## src/rtl/disp_vramrd.sv

```systemverilog
// rtl/disp_vramrd.sv - AXI4 read master streaming one VRAM display frame per VRSTART into the display FIFO
// Optional feature macro: DISP_VRAMRD_ERRCHK_EN (sticky RERR on RRESP[1] beats; otherwise RERR is 0).
module disp_vramrd #(
  parameter int DATA_W    = 64,
  parameter int BURST_LEN = 8,
  parameter int MAX_OUTST = 2
) (
  input  logic              ACLK,
  input  logic              ARST,
  output logic [31:0]       ARADDR,
  output logic [7:0]        ARLEN,
  output logic              ARVALID,
  input  logic              ARREADY,
  input  logic [DATA_W-1:0] RDATA,
  input  logic [1:0]        RRESP,
  input  logic              RLAST,
  input  logic              RVALID,
  output logic              RREADY,
  input  logic [1:0]        RESOL,
  input  logic              VRSTART,
  input  logic              DISPON,
  input  logic [28:0]       DISPADDR,
  input  logic              BUF_WREADY,
  output logic [DATA_W-1:0] BUF_WDATA,
  output logic              BUF_WE,
  output logic              BUSY,
  output logic              FRAME_DONE,
  output logic              OVERRUN,
  output logic              RERR
);
  localparam int BURST_BYTES = BURST_LEN * DATA_W / 8;
  localparam logic [16:0] NB_VGA  = 17'(640 * 480 * 4 / BURST_BYTES);
  localparam logic [16:0] NB_XGA  = 17'(1024 * 768 * 4 / BURST_BYTES);
  localparam logic [16:0] NB_SXGA = 17'(1280 * 1024 * 4 / BURST_BYTES);
  localparam logic [31:0] BB32    = 32'(BURST_BYTES);
  localparam logic [2:0]  MAXO    = 3'(MAX_OUTST);

  localparam logic [1:0] S_IDLE  = 2'd0;
  localparam logic [1:0] S_ADDR  = 2'd1;
  localparam logic [1:0] S_HOLD  = 2'd2;
  localparam logic [1:0] S_DRAIN = 2'd3;

  logic [1:0]  state;
  logic [16:0] n;
  logic [2:0]  oc;
  logic [2:0]  oc_nxt;
  logic [1:0]  resol_q;
  logic [16:0] nburst;
  logic        aborted;
  logic        ar_hs;
  logic        r_end;
  logic        start;
  logic        unused_rresp;

  assign ARLEN     = 8'(BURST_LEN - 1);
  assign BUSY      = (state != S_IDLE);
  assign RREADY    = BUSY;
  assign BUF_WE    = RVALID & RREADY;
  assign BUF_WDATA = RDATA;
  assign ar_hs     = ARVALID & ARREADY;
  assign r_end     = BUF_WE & RLAST;
  assign start     = VRSTART & DISPON & ~BUSY;
  assign unused_rresp = ^RRESP;

  always_comb begin
    nburst = NB_VGA;
    case (resol_q)
      2'b01:   nburst = NB_XGA;
      2'b10:   nburst = NB_SXGA;
      default: nburst = NB_VGA;
    endcase
  end

  // An AR and an RLAST in the same cycle cancel out.
  always_comb begin
    oc_nxt = oc;
    if (ar_hs && !r_end)
      oc_nxt = oc + 3'd1;
    else if (!ar_hs && r_end && oc != 3'd0)
      oc_nxt = oc - 3'd1;
  end

  always_ff @(posedge ACLK) begin
    if (ARST) begin
      state      <= S_IDLE;
      n          <= '0;
      oc         <= '0;
      resol_q    <= '0;
      aborted    <= 1'b0;
      ARVALID    <= 1'b0;
      ARADDR     <= '0;
      FRAME_DONE <= 1'b0;
      OVERRUN    <= 1'b0;
    end else begin
      oc         <= oc_nxt;
      FRAME_DONE <= 1'b0;
      OVERRUN    <= VRSTART & BUSY;
      if (BUSY && !DISPON)
        aborted <= 1'b1;
      // ARADDR always points one burst past the last accepted one.
      if (ar_hs) begin
        n      <= n + 17'd1;
        ARADDR <= ARADDR + BB32;
      end
      case (state)
        S_IDLE: begin
          if (start) begin
            state   <= S_ADDR;
            n       <= '0;
            oc      <= '0;
            resol_q <= RESOL;
            aborted <= 1'b0;
            ARVALID <= 1'b1;
            ARADDR  <= {DISPADDR, 3'b000};
          end
        end
        S_ADDR: begin
          if (ar_hs) begin
            if (n + 17'd1 == nburst || !DISPON) begin
              state   <= S_DRAIN;
              ARVALID <= 1'b0;
            end else if (!(BUF_WREADY && oc + 3'd1 < MAXO)) begin
              state   <= S_HOLD;
              ARVALID <= 1'b0;
            end
          end
        end
        S_HOLD: begin
          if (!DISPON) begin
            state <= S_DRAIN;
          end else if (BUF_WREADY && oc < MAXO) begin
            state   <= S_ADDR;
            ARVALID <= 1'b1;
          end
        end
        S_DRAIN: begin
          // Leave as the last RLAST is accepted so BUSY falls with FRAME_DONE.
          if (oc_nxt == 3'd0) begin
            state      <= S_IDLE;
            FRAME_DONE <= (n == nburst) && !aborted && DISPON;
          end
        end
        default: state <= S_IDLE;
      endcase
    end
  end

`ifdef DISP_VRAMRD_ERRCHK_EN
  always_ff @(posedge ACLK) begin
    if (ARST || start)
      RERR <= 1'b0;
    else if (BUF_WE && RRESP[1])
      RERR <= 1'b1;
  end
`else
  assign RERR = 1'b0;
`endif

endmodule

```

## config.mk

```make
export PLATFORM = sky130hd
export DESIGN_NAME = disp_vramrd
export DESIGN_NICKNAME = d
export VERILOG_FILES = /design/src/rtl/disp_vramrd.sv
export SDC_FILE = /design/constraint.sdc
export NUM_CORES = 1
export LEC_CHECK = 0
export ABC_AREA = 1
export CAP_MARGIN = 25
export CORE_ASPECT_RATIO = 0.9
export CORE_MARGIN = 2
export CORE_UTILIZATION = 43
export CTS_CLUSTER_DIAMETER = 200
export DETAILED_ROUTE_END_ITERATION = 10
export PLACE_DENSITY = 0.85
export SLEW_MARGIN = 30
export SYNTH_ARGS = -nofsm -noshare
export SYNTH_HDL_FRONTEND = slang
export SYNTH_SLANG_ARGS = --single-unit
```

## constraint.sdc

```tcl
create_clock -name ACLK -period 4.95 [get_ports ACLK]
set_input_delay 0.99 -clock ACLK [delete_from_list [all_inputs] [get_ports ACLK]]
set_output_delay 0.99 -clock ACLK [all_outputs]
set_load 0.05 [all_outputs]
```

==> results of run 1 <==
==> per-layer routing <==
| metal | vias up | track usage, % | routed length [um] |
|---|---|---|---|
| li1 | 1809 | - | - |
| met1 | 1674 | 23.2 | 4220 |
| met2 | 141 | 30.0 | 4400 |
| met3 | 33 | 4.47 | 691 |
| met4 | 0 | 8.66 | 238 |
| met5 | - | 0 | 0 |
==> per-stage QoR <==
| step | hold WS (ns) | area, um2 | utilization [%] | total power, mW | worst slack (ns) |
|---|---|---|---|---|---|
| 5_1_grt | 0.500 | 4560 | 49.8 | 2.18 | 1.33 |
| 3_5_place_dp | 0.458 | 4360 | 47.6 | 1.62 | 1.35 |
| 6_report | 0.464 | 4560 | 49.8 | 2.05 | 1.55 |
| 4_1_cts | 0.467 | 4560 | 49.8 | 2.06 | 1.54 |
| 2_1_floorplan | 0.451 | 4110 | - | 1.48 | 2.25 |
| 3_3_place_gp | 0.451 | 4360 | 47.6 | 1.59 | 1.43 |
==> state kept, by name (all words and copies together) (netlist names) <==
register / count
state: 2
ARVALID: 1
FRAME_DONE: 1
n: 17
ARADDR: 29
OVERRUN: 1
oc: 3
aborted: 1
resol_q: 2
==> placed cells by master, fill, tap and decap left out, types with 2 or more instances in the layout <==
cell type | netlist | final
clkinv_2 | 0 | 2
o21ai_1 | 3 | 3
o211ai_1 | 3 | 3
clkinvlp_4 | 0 | 2
a21oi_1 | 23 | 23
nor3_1 | 4 | 4
o21bai_1 | 3 | 3
clkdlybuf4s50_1 | 0 | 73
o21ai_0 | 42 | 42
inv_1 | 76 | 74
nor4_1 | 2 | 2
a31oi_1 | 3 | 3
xor2_1 | 20 | 20
inv_2 | 3 | 4
nor2_1 | 56 | 56
conb_1 | 2 | 12
ha_1 | 8 | 8
nand4_1 | 13 | 13
dfxtp_1 | 57 | 57
nor2_4 | 4 | 4
nor3_4 | 2 | 2
nor2_2 | 8 | 8
clkbuf_8 | 0 | 10
buf_4 | 79 | 2
a211oi_1 | 2 | 2
nand2_2 | 8 | 8
nand3_2 | 8 | 8
nand2_1 | 125 | 125
nand3_1 | 19 | 19
o221ai_1 | 3 | 3
xnor2_1 | 10 | 10
==> critical path, delay by kind of cell <==
| family | cells | cell delay [ns] |
|---|---|---|
| and+or+nand+nor | 1 | 0.10 |
| buffers and inverters | 3 | 1.32 |
==> final cells by class <==
| cell class | count | area (um2) |
|---|---|---|
| clock inverters | 5 | 55.1 |
| inverters | 79 | 297 |
| fillers | 896 | 4610 |
| clock buffers | 11 | 141 |
| well taps | 122 | 153 |
| multi-input cells | 385 | 2030 |
| repair buffers | 75 | 746 |
| flip-flops and latches | 57 | 1140 |
==> path summary, 6_finish.rpt <==
check | from | to | cells past startpoint
min | ARADDR[5]$_SDFFE_PP0P_ | ARADDR[5]$_SDFFE_PP0P_ | 2
max reg2reg | ARVALID$_SDFFE_PP0P_ | ARADDR[21]$_SDFF_PP0_ | 11
min reg2reg | ARADDR[5]$_SDFFE_PP0P_ | ARADDR[5]$_SDFFE_PP0P_ | 2
max | RVALID | BUF_WE | 4
==> power by group through the flow <==
stage / sequential, mW / combinational, mW / clock [mW]
final: 0.660 / 0.955 / 0.439
after global routing: 0.674 / 1.04 / 0.469
after CTS: 0.659 / 0.953 / 0.447
after detailed placement: 0.668 / 0.948 / 0
after global placement: 0.662 / 0.926 / 0
after floorplan: 0.845 / 0.639 / 0
==> cells in the mapped netlist, types with 4 or more instances <==
master,instances,area [um2]
nand2_2,8,50.1
nor2_4,4,45.0
inv_1,76,285
ha_1,8,100
o21ai_0,42,210
xor2_1,20,175
xnor2_1,10,87.6
clkbuf_1,10,37.5
nand3_1,19,95.1
nor3_1,4,20.0
nor2_1,56,210
nor2_2,8,50.1
nand4_1,13,81.3
a21oi_1,23,115
buf_4,79,593
nand2_1,125,469
dfxtp_1,57,1140
nand3_2,8,80.1
==> logic make-up after synthesis <==
group / count (synthesis)
other: 2
flip-flops: 57
XOR/XNOR: 30
adder cells (fa/ha/maj): 8
AO/OA/AOI/OAI: 83
AND/OR/NAND/NOR: 252
buffers and inverters: 171
==> flow_summary_export.csv, run 1 <==
group,metric,value,unit
clock_tree,hold_buffers,0,
yosys,synth-seq-cells,57,
clock_tree,cts_tree,"yes",
global_routing,antenna_found_initial,0,
drt,wl_per_cell,13.0,um
outcome,outcome,"finished clean",
job,drv_cap,0,
finish,nets,720,
finish,n_antenna_cell,0,
floorplanning,dieWidth,107,um
power_and_ir_drop,power.leakage,2.04,nW
global_routing,grt_usage,18.5,%
clock_tree,cts_resized,0,
floorplanning,rows,33,
timing,post-route-period-util,68.7,%
yosys,netlist_area,4070,um2
drt,post_drt_via_cell_ratio,4.98,
drt,first_pass_iters,5,
finish,area_delta_synth_final,11.9,%
placement,dp_hpwl,7.08,mm
clock_tree,cts.htree.levels,3,
worst_setup_path,slowest_delay,0.80,ns
drt,vias,3657,
floorplanning,die-area,10300,um2
timing,fin_worst_skew,0.0134,ns
finish,drive_gt1_share,8.50,%
placement,dp.cells,718,
drt,drtIter0Drc,223,
yosys,synth-edff-count,0,
yosys,synth-simple-area-share,28.6,%
placement,gp_congestion,0.915,
yosys,yosysWarnings,0,
clock_tree,path_clk_slew,0.06,ns
clock_tree,clock_sink_count,57,
clock_tree,clock_latency,0.33,ns
global_routing,grt_pass1_vias,3331,
timing,slew_violations,0,
drt,drt-total-wl,9.55,mm
power_and_ir_drop,ir_drop,0.000248,V
worst_setup_path,cp.arrival,2.41,ns
timing,layout_min_cycle_time,3.40,ns
yosys,async_flop_share,0,%
global_routing,grt_pass1_wl,15.3,mm
yosys,synth_mux_area_share,0,%
worst_setup_path,cp_max_fo,2,
worst_setup_path,worstPathCellList,"clkdlybuf4s50_1 > inv_1 > nor2_1 > clkdlybuf4s50_1",
drt,drcViolationCount,0,
worst_setup_path,startpoint_type,"input pin",
power_and_ir_drop,netSwitchingPower,0.941,mW
power_and_ir_drop,p_sw_share,45.8,%
placement,portBuffers,73,
yosys,yosys.area_share.xor_xnor,6.45,%
timing,setup_tns,0,ns
yosys,synth_top_family_by_area,"simple AND/OR/NAND/NOR gates",
clock_tree,post_cts_buffers,0,
power_and_ir_drop,internal_power,1.11,mW
timing,hold_violations,0,
timing,setup_violations,0,
floorplanning,coreArea,9170,um2
floorplanning,start_util,44.4,%
worst_setup_path,critPathMostFrequentCell,"clkdlybuf4s50_1",
power_and_ir_drop,p_comb_share,46.5,%
timing,rsz0062_at_grt,"no",
timing,max_freq,294,MHz
floorplanning,fp.dieH,96.3,um
worst_setup_path,worstSetupPathType,"in2out",
clock_tree,cts-buffers-inserted,9,
yosys,synth.avg_cell_area,6.76,um2
power_and_ir_drop,seq_power_share,32.1,%
yosys,synth_cells,603,
worst_setup_path,cp.required,3.96,ns
power_and_ir_drop,p_per_area,450,nW/um2
finish,final_cell_count_no_fill,734,
yosys,synth_compound_area_share,11.1,%
global_routing,overflow,0,
yosys,post_synth_num_cell_types,33,
timing,worst_pin_slew,0.900,ns
global_routing,grt_max_degree,33,
min_path,min_path_type,"reg2reg",
yosys,synth_fa_ha_area_share,2.46,%
floorplanning,ioPinCount,216,
worst_setup_path,reg2reg_setup_slack,2.44,ns
yosys,ys.flop_type,"dfxtp_1",
clock_tree,cts_root_buf,"clkbuf_8",
worst_setup_path,end_kind,"output port",
worst_setup_path,slowest_stage,"clkdlybuf4s50_1",
power_and_ir_drop,clkPwrFrac,21.4,%
yosys,synth_seq_area_share,28.0,%
drt,ant_nets,0,
timing,timing.slew.headroom,39.6,%
clock_tree,cts.path.max_buffers,2,
Note: power is estimated with default switching activity, not from simulation.
==> inputs of run 2 (changes only) <==
--- a/config.mk
+++ b/config.mk
@@ -9,10 +9,10 @@
 export CAP_MARGIN = 25
 export CORE_ASPECT_RATIO = 0.9
 export CORE_MARGIN = 2
-export CORE_UTILIZATION = 43
+export CORE_UTILIZATION = 36
 export CTS_CLUSTER_DIAMETER = 200
 export DETAILED_ROUTE_END_ITERATION = 10
-export PLACE_DENSITY = 0.85
+export PLACE_DENSITY = 0.75
 export SLEW_MARGIN = 30
 export SYNTH_ARGS = -nofsm -noshare
 export SYNTH_HDL_FRONTEND = slang
==> constraint.sdc (replaced) <==
create_clock -name ACLK -period 2.7 [get_ports ACLK]
set_input_delay 0.54 -clock ACLK [delete_from_list [all_inputs] [get_ports ACLK]]
set_output_delay 0.54 -clock ACLK [all_outputs]
set_load 0.05 [all_outputs]
==> flow_summary_export.csv, run 2 (synthesis results as in run 1) <==
group,metric,value,unit
worst_setup_path,slowest_stage,"clkdlybuf4s50_1",
finish,largest-register,"ARADDR",
finish,final_common_cell,"nand2_1",
timing,slew_violations,0,
placement,gp_congestion,0.885,
floorplanning,start_util,37.2,%
drt,post_drt_via_cell_ratio,4.52,
clock_tree,cts_tree,"yes",
global_routing,grt_max_degree,30,
drt,drt-total-wl,9.15,mm
timing,timing.slew.headroom,50.4,%
timing,hold_violations,0,
timing,setup_slack,0.351,ns
finish,final_cell_count_no_fill,769,
drt,vias,3476,
clock_tree,clock_sink_count,57,
power_and_ir_drop,clkPwrFrac,28.7,%
worst_setup_path,end_kind,"output port",
timing,layout_min_cycle_time,2.35,ns
outcome,outcome,"finished clean",
floorplanning,dieWidth,116,um
timing,rsz0062_at_grt,"no",
power_and_ir_drop,netSwitchingPower,1.73,mW
clock_tree,post_cts_buffers,0,
min_path,min_path_type,"reg2reg",
drt,ant_nets,0,
job,drv_cap,0,
clock_tree,cts.path.max_buffers,2,
global_routing,antenna_found_initial,0,
drt,wl_per_cell,11.9,um
worst_setup_path,worstSetupPathType,"reg2out",
timing,setup_tns,0,ns
timing,whs,0.459,ns
clock_tree,cts-buffers-inserted,9,
global_routing,grt_pass1_wl,15.3,mm
power_and_ir_drop,internal_power,2.40,mW
finish,fillers,1119,
finish,reg_top3,"ARADDR: 29 flops, n: 17 flops, oc: 3 flops",
finish,utilization,43.4,%
power_and_ir_drop,power.leakage,2.14,nW
placement,pre_cts_ws,0.128,ns
clock_tree,clock_latency,0.32,ns
drt,drtIter0Drc,220,
global_routing,grt_usage,15.4,%
floorplanning,coreArea,10900,um2
clock_tree,hold_buffers,0,
timing,post-route-period-util,87.0,%
worst_setup_path,cp.buffers_inverters,2,
drt,drcViolationCount,0,
worst_setup_path,cp.required,2.16,ns
timing,max_freq,426,MHz
drt,first_pass_iters,4,
floorplanning,ioPinCount,216,
finish,n_antenna_cell,0,
floorplanning,die-area,12200,um2
worst_setup_path,worstPathCellList,"nor2_2 > inv_1 > clkdlybuf4s50_1",
clock_tree,path_clk_slew,0.05,ns
finish,final_cell_mix,"nand2_1, inv_1, clkdlybuf4s50_1",
clock_tree,cts_resized,0,
worst_setup_path,cp_max_fo,6,
timing,setup_violations,0,
finish,largest_reg_flops,29,
floorplanning,fp.dieH,105,um
drt,wl_met1,4.55,mm
finish,area_delta_synth_final,16.7,%
power_and_ir_drop,seq_power_share,29.2,%
worst_setup_path,cp.arrival,1.81,ns
finish,nets,726,
power_and_ir_drop,p_comb_share,42.1,%
placement,dp.cells,754,
drt,wl_met3,469,um
power_and_ir_drop,p_sw_share,41.8,%
drt,top_layer,"met4",
clock_tree,cts_root_buf,"clkbuf_16",
global_routing,grt_pass1_vias,3262,
worst_setup_path,slowest_delay,0.72,ns
power_and_ir_drop,p_per_area,869,nW/um2
placement,portBuffers,73,
clock_tree,cts.htree.levels,3,
placement,dp_hpwl,6.89,mm
timing,fin_worst_skew,0.00833,ns
worst_setup_path,startpoint_type,"flop",
power_and_ir_drop,ir_drop,0.000317,V
worst_setup_path,critPathTopFamily,"buffers and inverters",
drt,wl_met2,3.96,mm
finish,drive_gt1_share,9.40,%
global_routing,overflow,0,
floorplanning,rows,36,
timing,worst_pin_slew,0.743,ns
[run 2: routing by layer]
metal / vias up / track usage (%)
met1: 1535 / 21.4
met4: 0 / 6.29
li1: 1831 / -
met3: 25 / 3.48
met5: - / 0
met2: 85 / 22.8
[run 2: worst reg2reg max path, cell delays in order (launching register included)]
cell and delay (ns):
dfxtp_1 0.40, ha_1 0.24, nand2_2 0.09, nor2_4 0.15, nand3_2 0.11, nand2_1 0.10
nand2_1 0.07, nor2_1 0.08, nand3_1 0.08, nor2_2 0.10, nand3_2 0.11, nand3_2 0.10
nand3_2 0.10, o21bai_1 0.13, nor2_1 0.04
[run 2: through the flow]
stage,instance area (um2),power (mW)
after floorplan,4110,2.72
after global placement,4440,2.95
after detailed placement,4440,2.96
after CTS,4750,4.16
after global routing,4750,4.39
final,4750,4.13
[run 2: power by group through the flow]
stage          Sequential, mW  Clock (mW)  Combinational (mW)
2_1_floorplan            1.55           0                1.17
3_3_place_gp             1.22           0                1.73
4_1_cts                  1.20        1.21                1.75
6_report                 1.21        1.18                1.74
3_5_place_dp             1.22           0                1.74
5_1_grt                  1.23        1.25                1.91
[run 2: final timing paths]
path,start,to,slack (ns),cells after the start
worst min-delay path,ARADDR[5]$_SDFFE_PP0P_,ARADDR[5]$_SDFFE_PP0P_,0.46,2
worst max-delay path,state[0]$_SDFFE_PP0P_,RREADY,0.35,3
worst min register to register,ARADDR[5]$_SDFFE_PP0P_,ARADDR[5]$_SDFFE_PP0P_,0.46,2
worst max register to register,n[1]$_SDFF_PP0_,state[0]$_SDFFE_PP0P_,0.68,14
[run 2: area by class of cell]
class	instances	area, um2	area share, %
inverters	79	297	6.24
repair buffers	81	788	16.6
flip-flops and latches	57	1140	24.0
clock inverters	6	83.8	1.76
multi-input cells	385	2030	42.7
well taps	152	190	4.00
clock buffers	9	225	4.74
==> inputs of run 3 (changes only) <==
--- a/config.mk
+++ b/config.mk
@@ -12,6 +12,7 @@
 export CORE_UTILIZATION = 36
 export CTS_CLUSTER_DIAMETER = 200
 export DETAILED_ROUTE_END_ITERATION = 10
+export HOLD_SLACK_MARGIN = 0.1
 export PLACE_DENSITY = 0.75
 export SLEW_MARGIN = 30
 export SYNTH_ARGS = -nofsm -noshare
==> results of run 3 <==
Same layout as run 2: the final DEF is identical, and so are final timing and power.
